`config.mk`:
```
export PLATFORM = sky130hd
export DESIGN_NAME = ifetch_unit
export DESIGN_NICKNAME = d
export VERILOG_FILES = /design/src/rtl/ifetch_unit_pkg.sv /design/src/rtl/ifetch_queue.sv /design/src/rtl/ifetch_unit.sv
export SDC_FILE = /design/constraint.sdc
export NUM_CORES = 1
export LEC_CHECK = 0
export CORE_ASPECT_RATIO = 1.25
export CORE_MARGIN = 8
export CORE_UTILIZATION = 40
export CTS_BUF_LIST = sky130_fd_sc_hd__clkbuf_8
export DETAILED_ROUTE_END_ITERATION = 10
export PLACE_DENSITY = 0.67
export SYNTH_ARGS = -nofsm -noshare
export SYNTH_HDL_FRONTEND = slang
export SYNTH_SLANG_ARGS = --single-unit
export TNS_END_PERCENT = 30
```
`constraint.sdc`:
```
create_clock -name clk -period 30.4 [get_ports clk]
set_input_delay 4.56 -clock clk [delete_from_list [all_inputs] [get_ports clk]]
set_output_delay 4.56 -clock clk [all_outputs]
set_load 0.05 [all_outputs]
```
`src/rtl/ifetch_unit_pkg.sv`:
```
// ifetch_unit_pkg: shared constants, fetch state encoding and fetch-entry type for the fetch unit.
package ifetch_unit_pkg;

    localparam logic [31:0] NOP                    = 32'h00000013;
    localparam logic [3:0]  EXC_INSTR_MISALIGNED   = 4'd0;
    localparam logic [3:0]  EXC_INSTR_ACCESS_FAULT = 4'd1;

    typedef enum logic {
        RUN,
        FAULT
    } fetch_state_t;

    typedef struct packed {
        logic [63:0] pc;
        logic [31:0] instr;
        logic        exc_en;
        logic [3:0]  exc_code;
        logic [63:0] exc_val;
    } fetch_entry_t;

endpackage

```
`src/rtl/ifetch_queue.sv`:
```
// ifetch_queue: circular FIFO of fetch entries with flush and push-while-full-on-pop.
// Ports: clk, rst (sync, active-low), i_flush (drop all entries), i_push/i_push_entry,
//        i_pop, o_head (zero while empty), o_count (0..DEPTH), o_full.
module ifetch_queue
    import ifetch_unit_pkg::*;
#(
    parameter int DEPTH = 2
) (
    input  logic                       clk,
    input  logic                       rst,
    input  logic                       i_flush,
    input  logic                       i_push,
    input  fetch_entry_t               i_push_entry,
    input  logic                       i_pop,
    output fetch_entry_t               o_head,
    output logic [$clog2(DEPTH):0]     o_count,
    output logic                       o_full
);

    localparam int AW = $clog2(DEPTH);

    fetch_entry_t  r_mem [DEPTH];
    logic [AW-1:0] r_rd;
    logic [AW-1:0] r_wr;
    logic [AW:0]   r_count;
    logic          w_pop;
    logic          w_push;

    assign o_full  = r_count == (AW+1)'(DEPTH);
    assign w_pop   = i_pop && r_count != '0;
    // A pop frees the head slot in the same edge, so a full queue can still accept.
    assign w_push  = i_push && (!o_full || w_pop);
    assign o_head  = r_count == '0 ? '0 : r_mem[r_rd];
    assign o_count = r_count;

    always_ff @(posedge clk) begin
        if (!rst || i_flush) begin
            r_rd    <= '0;
            r_wr    <= '0;
            r_count <= '0;
        end else begin
            if (w_push) begin
                r_mem[r_wr] <= i_push_entry;
                r_wr        <= r_wr + AW'(1);
            end
            if (w_pop)
                r_rd <= r_rd + AW'(1);
            r_count <= r_count + (AW+1)'(w_push) - (AW+1)'(w_pop);
        end
    end

endmodule

```
`src/rtl/ifetch_unit.sv`:
```
// ifetch_unit: instruction fetch initiator owning the PC, queuing fetch results for decode.
// Ports: clk, rst (sync, active-low); redirect_en/redirect_pc; pc_addr to memory with
//        instruction/exc_en/exc_code/exc_val returned in the same cycle; decode handshake
//        out_valid/out_ready with head fields out_pc/out_instr/out_exc_en/out_exc_code/out_exc_val;
//        fetch_cnt delivered-instruction counter.
// Build option: define IFU_FETCH_CNT_EN to implement fetch_cnt; otherwise it reads zero.
module ifetch_unit
    import ifetch_unit_pkg::*;
#(
    parameter logic [63:0] RESET_PC = 64'h0000_0000_0000_0000,
    parameter int          QDEPTH   = 2
) (
    input  logic        clk,
    input  logic        rst,
    input  logic        redirect_en,
    input  logic [63:0] redirect_pc,
    output logic [63:0] pc_addr,
    input  logic [31:0] instruction,
    input  logic        exc_en,
    input  logic [3:0]  exc_code,
    input  logic [63:0] exc_val,
    output logic        out_valid,
    input  logic        out_ready,
    output logic [63:0] out_pc,
    output logic [31:0] out_instr,
    output logic        out_exc_en,
    output logic [3:0]  out_exc_code,
    output logic [63:0] out_exc_val,
    output logic [63:0] fetch_cnt
);

    fetch_state_t            r_state;
    fetch_state_t            w_state_nxt;
    logic [63:0]             r_pc;
    logic [63:0]             w_pc_nxt;
    fetch_entry_t            w_push_entry;
    fetch_entry_t            w_head;
    logic [$clog2(QDEPTH):0] w_count;
    logic                    w_full;
    logic                    w_pop;
    logic                    w_push;
    logic                    w_misal;
    logic                    w_fault;

    assign pc_addr   = r_pc;
    assign out_valid = w_count != '0;
    assign w_pop     = out_valid && out_ready;
    assign w_misal   = |r_pc[1:0];
    // Misalignment is detected locally and overrides whatever the memory returns.
    assign w_fault   = w_misal || exc_en;
    assign w_push    = r_state == RUN && !redirect_en && (!w_full || w_pop);

    always_comb begin
        w_push_entry          = '0;
        w_push_entry.pc       = r_pc;
        w_push_entry.instr    = w_fault ? NOP : instruction;
        w_push_entry.exc_en   = w_fault;
        w_push_entry.exc_code = w_misal ? EXC_INSTR_MISALIGNED : (exc_en ? exc_code : 4'd0);
        w_push_entry.exc_val  = w_misal ? r_pc : (exc_en ? exc_val : 64'd0);
    end

    always_comb begin
        w_state_nxt = r_state;
        w_pc_nxt    = r_pc;
        if (redirect_en) begin
            w_state_nxt = RUN;
            w_pc_nxt    = redirect_pc;
        end else if (w_push) begin
            w_state_nxt = w_fault ? FAULT : RUN;
            w_pc_nxt    = w_fault ? r_pc : r_pc + 64'd4;
        end
    end

    always_ff @(posedge clk) begin
        if (!rst) begin
            r_state <= RUN;
            r_pc    <= RESET_PC;
        end else begin
            r_state <= w_state_nxt;
            r_pc    <= w_pc_nxt;
        end
    end

    ifetch_queue #(
        .DEPTH(QDEPTH)
    ) u_queue (
        .clk          (clk),
        .rst          (rst),
        .i_flush      (redirect_en),
        .i_push       (w_push),
        .i_push_entry (w_push_entry),
        .i_pop        (w_pop),
        .o_head       (w_head),
        .o_count      (w_count),
        .o_full       (w_full)
    );

    assign out_pc       = w_head.pc;
    assign out_instr    = w_head.instr;
    assign out_exc_en   = w_head.exc_en;
    assign out_exc_code = w_head.exc_code;
    assign out_exc_val  = w_head.exc_val;

`ifdef IFU_FETCH_CNT_EN
    logic [63:0] r_fetch_cnt;

    always_ff @(posedge clk) begin
        if (!rst)
            r_fetch_cnt <= '0;
        else if (w_pop && !w_head.exc_en)
            r_fetch_cnt <= r_fetch_cnt + 64'd1;
    end

    assign fetch_cnt = r_fetch_cnt;
`else
    assign fetch_cnt = 64'h0;
`endif

endmodule

```
# After elaboration in Yosys (flattened, before gate mapping)
# Memory sizes are Yosys's and may differ from the RTL's. A register that Yosys moved wholly into a read port is not among the register bits.
# Cells that the tools add are included.
# Widths: inputs -> output; s select.
# classes
bitwise_logic	2
shifts	0
mul	0
order_cmp	0
n_div	0
reduce_logical	18
mux	15
n_addsub	5
n_eq_ne	2
# op_table
cell	n
$mux 64	5
$mux 165	1
$add 64x3->64 const B	1
$mux 32	1
$mux 4	2
$mux 1	6
$logic_and 1x1->1	5
$logic_or 1x1->1	4
$reduce_bool 2->1	2
$reduce_or 2->1	2
$logic_not 1->1	3
$add 1x1->1 const B	2
$add 2x1->2	1
$eq 2x2->1 const B	1
$logic_not 2->1	1
$ne 2x2->1 const B	1
$not 1->1	2
$reduce_and 2->1	1
$sub 2x1->2	1
# word_totals
out_inout_bits	294
rom_bits	0
regBits	69
mem_bits_rw	330
in_bits	169
word_cells	48
latchBits	0
n_memories	1
# memory_table
name	words	width	read_ports	rd_clocked_by_memory_dff	wr	line_no	text
u_queue.r_mem	2	165	1	1	1	ifetch_queue.sv:22	fetch_entry_t r_mem [DEPTH];

# Longest topological paths before layout
# depth
word_depth	8
depth_mapped	9
mapped_depth_nobuf	9

# Hierarchy
# A second synthesis with hierarchy kept.
# unflattened
cells_unflattened	1596
area_unflattened_um2	18649.1
# by_module_without_submodules
mod	area_per_inst_um2	cells_each	n_inst	seq_area_each_um2
ifetch_queue	12734.7	729	1	10009.6
ifetch_unit	5914.4	867	1	1301.2

# Worst setup path after synthesis
# Ideal clock, no wire load.
# synth_timing
kind	input to register
from	in rst
to	mem u_queue.r_mem[0][0] (netlist name), enable pin
stages	4
t_required_ns	29.708
path_buffers	2
slack_ns	17.725
arrival_time_ns	11.983
setup_ns	0.692
cell_sequence	clkbuf_1 clkbuf_1 nand2_1 nor2_1
# synth_via
elab_chain_cells	4
# synth_lines
item	line_no	text
start: declaration	ifetch_unit.sv:14	input logic rst,
$logic_not 1->1	ifetch_queue.sv:37	if (!rst || i_flush) begin
$logic_or 1x1->1	ifetch_queue.sv:37	
$mux 1	ifetch_queue.sv:37	
$mux 1 (implied by the code)	ifetch_queue.sv:43	r_mem[r_wr] <= i_push_entry;
end: declaration	ifetch_queue.sv:22	
# No other way between the ends.

# Final worst setup path
# layout_timing
from	reg u_queue.r_count[1] (netlist: u_queue.o_count[1])
to	out out_pc[24]
# layout_via
elab_chain_cells	2
# layout_lines
item	line_no	text
start: declaration	ifetch_queue.sv:25	logic [AW:0] r_count;
start signal: assignment	ifetch_queue.sv:48	r_count <= r_count + (AW+1)'(w_push) - (AW+1)'(w_pop);
$logic_not 2->1	ifetch_queue.sv:33	assign o_head = r_count == '0 ? '0 : r_mem[r_rd];
$mux 165	ifetch_queue.sv:33	
end: declaration	ifetch_unit.sv:24	output logic [63:0] out_pc,
# No other way between the ends.

==> results by group <==
Status
  • Status: finished, final reports clean

Global route
  • Overflow after GRT: 0
  • Vias in the first global route: 13650
  • Global-route wire length before repair: 84320 um
  • Pin count of the biggest net entering global routing: 134
  • Antenna violations before repair: 12
  • GRT Total Usage: 20.52%

Yosys
  • Yosys cell types: 50
  • Most common cell in the netlist: edfxtp_1
  • Synthesized area per cell: 11.53 um2
  • Most area-hungry cell type in the Yosys netlist: edfxtp_1
  • Synth cell count leaders: edfxtp_1 (330), nor2_1 (205), mux2i_1 (168)
  • Yosys warning count: 0
  • FF+latch count, synth: 400
  • Seq/Total Area, Yosys: 61.31%
  • Post-Syn Area: 18450 um2
  • Post-synth EDFFs: 330
  • Top-area cell type share of the netlist area: 53.71%
  • Ys async rst share: 0%
  • Top FF cell, synth: edfxtp_1
  • Cell count after synthesis: 1600
  • Area contributors post-synth: edfxtp_1 (54%), mux2i_1 (9.1%), dfxtp_1 (7.6%)

Power
  • P_sw: 0.4088 mW
  • Combinational Power Share: 18.9%
  • Pint: 0.9440 mW
  • Leak: 8.089 nW
  • PD cells: 57.54 nW/um2
  • Switching portion of total power: 30.22%
  • Flop pwr share: 47.5%
  • Max VDD drop: 0.03244 mV
  • Clock share of power: 33.6%

Floorplan
  • Die Ht: 256.1 um
  • Starting density of the core: 40.28%
  • Full die area: 53290 um2
  • Die width: 208.1 um
  • IO Pins: 463
  • Core Box Area: 45800 um2
  • Cell row count: 88

Worst hold path
  • Worst hold path cell count: 2
  • Hold Path Sink: r_state
  • Hold WC Path Type: reg2reg
  • Min-Delay Startpoint: r_state

Cells and area
  • Layout cells sized above 1: 6.599%
  • Area Growth Syn to Fin: 27.44%
  • Final net count: 2092
  • Final Instance Area: 23510 um2

Route
  • Vias: 13280
  • DRT Wirelength: 56290 um
  • Vias/cell: 5.185
  • Drt first pass iters: 5
  • DRC: 0
  • Iter 0 DRT Violations: 939
  • Avg WL per Cell: 21.97 um
  • Post-DRT Antenna Nets: 0

Clocking
  • Clock buffer depth: 3
  • Sink Count: 400
  • CTS tree: done
  • CTS Root Cell: clkbuf_8
  • CTS-repair resized insts: 0
  • # hold bufs at CTS: 0
  • Postcts setup bufs: 0
  • Num CTS Buffers: 66
  • Htree depth: 3
  • Clk slew on worst S/H paths: 0.06 ns
  • Skew-Pair Late Insertion Delay: 0.63 ns

STA
  • Tcrit/Tclk final: 28.03%
  • Slew Limit Fails: 0
  • Min Tclk post-route: 8.522 ns
  • Worst Tran Pin Value: 1.445 ns
  • Clock Skews: 0.03811 ns
  • Fmax: 0.1173 GHz
  • Setup violators final: 0
  • Hold Violations, Final: 0
  • Max_slew headroom: 3.673%
  • RSZ-0062 raised after global routing: false
  • Post-route setup TNS: 0 ns

Placed design
  • Area after detailed placement: 22230 um2
  • DPL Wire Length: 38500 um
  • Routability congestion estimate: 0.8105
  • IO Port Bufs: 398

Setup path
  • Worst setup SP type: flip-flop
  • WP data arrival: 3.96 ns
  • Reg2Reg Depth: 11
  • Crit Reg-Reg Startpoint: u_queue.o_count[1]
  • Worst EP required: 25.84 ns
  • R2R Setup Slk: 26.60 ns
  • Crit path max fanout: 96
  • CP Class: reg2out
  • Reg2Reg Capture Point: u_queue.o_count[1]
  • Critical path endpoint category: output port

Flow run
  • Max Cap Viol: 0
cell usage in the layout (no fill, tap or decap), types with 4 or more instances in the layout:
cell type,count
diode_2,7
nand2_1,167
nor3_1,12
a21oi_1,52
a211oi_1,4
clkbuf_8,75
a31oi_1,10
and3_1,18
nor4_1,14
o211ai_1,5
or4_1,6
nor4_4,4
inv_1,30
mux2i_1,168
clkinv_1,10
edfxtp_1,330
nand3_1,92
xnor2_1,22
and2_1,36
buf_4,17
nand4_1,33
nor2_1,202
xor2_1,18
conb_1,64
clkinv_2,9
o21ai_0,50
and4_1,7
clkdlybuf4s50_1,395
dfxtp_1,69
cell families (layout without fill, tap and decap cells):
kind of cell / Yosys count / in the layout / synth area share, %
buffers and inverters: 236 / 543 / 7.433
muxes: 170 / 170 / 9.237
and+or+nand+nor: 611 / 611 / 15.66
adders and majority gates: 3 / 3 / 0.2035
xor gates and xnor gates: 40 / 40 / 1.899
DFF: 400 / 400 / 61.31
other: 1 / 71 / 0.02033
AOI/OAI and AO/OA: 139 / 139 / 4.239
worst max-delay path: stages, from the launching register on:
cell and delay, ns:
dfxtp_1 0.35, nor2_4 0.61, buf_4 0.55, buf_4 0.79, nor2_1 0.17, clkdlybuf4s50_1 0.76
per-layer routing:
layer  vias to the layer above  global-route usage, %  share of wire, %
met5                         -                      0             0.064
met4                         6                  9.416               3.6
met3                       117                  5.304               6.9
met2                       527                  34.16                49
met1                      6447                  24.72                41
li1                       6187                      -                 -
worst max path at each step:
stage / end / start / cells after the start
global route: out_instr[21] / u_queue.o_count[1] / 5
global placement: u_queue.r_mem[1][13] / out_ready / 6
finish: out_pc[24] / u_queue.o_count[1] / 5
detailed placement: u_queue.r_mem[1][113] / out_ready / 6
CTS: out_pc[24] / u_queue.o_count[1] / 5
floorplan: u_queue.r_mem[0][0] / rst / 4
sequential cells by signal, indices dropped and copies added (netlist names), named ones only:
| name | count |
|---|---|
| u_queue.r_rd | 1 |
| u_queue.r_mem | 330 |
| u_queue.o_count | 2 |
| u_queue.r_wr | 1 |
| r_state | 1 |
| pc_addr | 64 |
area by class of cell:
cell class              instances  area [um2]
diodes                          7       17.52
repair buffers                415        4111
fillers                      4064       22290
clock buffers                  75        1032
well taps                     585       732.0
clock inverters                43       229.0
flip-flops and latches        400       11310
multi-input cells            1027        6037
inverters                      10       37.54
power by group through the flow:
stage / logic (mW) / registers [mW] / clock network (mW)
after global routing: 0.269 / 0.645 / 0.490
after CTS: 0.257 / 0.643 / 0.468
after global placement: 0.254 / 0.653 / 0
after floorplan: 0.178 / 0.647 / 0
after detailed placement: 0.256 / 0.654 / 0
final: 0.255 / 0.643 / 0.455
metrics by stage:
stage	setup WS, ns	utilization (%)	cells	hold slack, ns	power [mW]
2_1_floorplan	17.73	-	1663	0.4374	0.8250
3_3_place_gp	22.00	48.54	2437	0.4634	0.9067
3_5_place_dp	22.00	48.54	2437	0.4704	0.9104
4_1_cts	21.85	51.29	2555	0.4852	1.368
5_1_grt	21.64	51.32	2561	0.5236	1.404
6_report	21.88	51.33	2562	0.4800	1.353
Note: power is estimated with default switching activity, not from simulation.
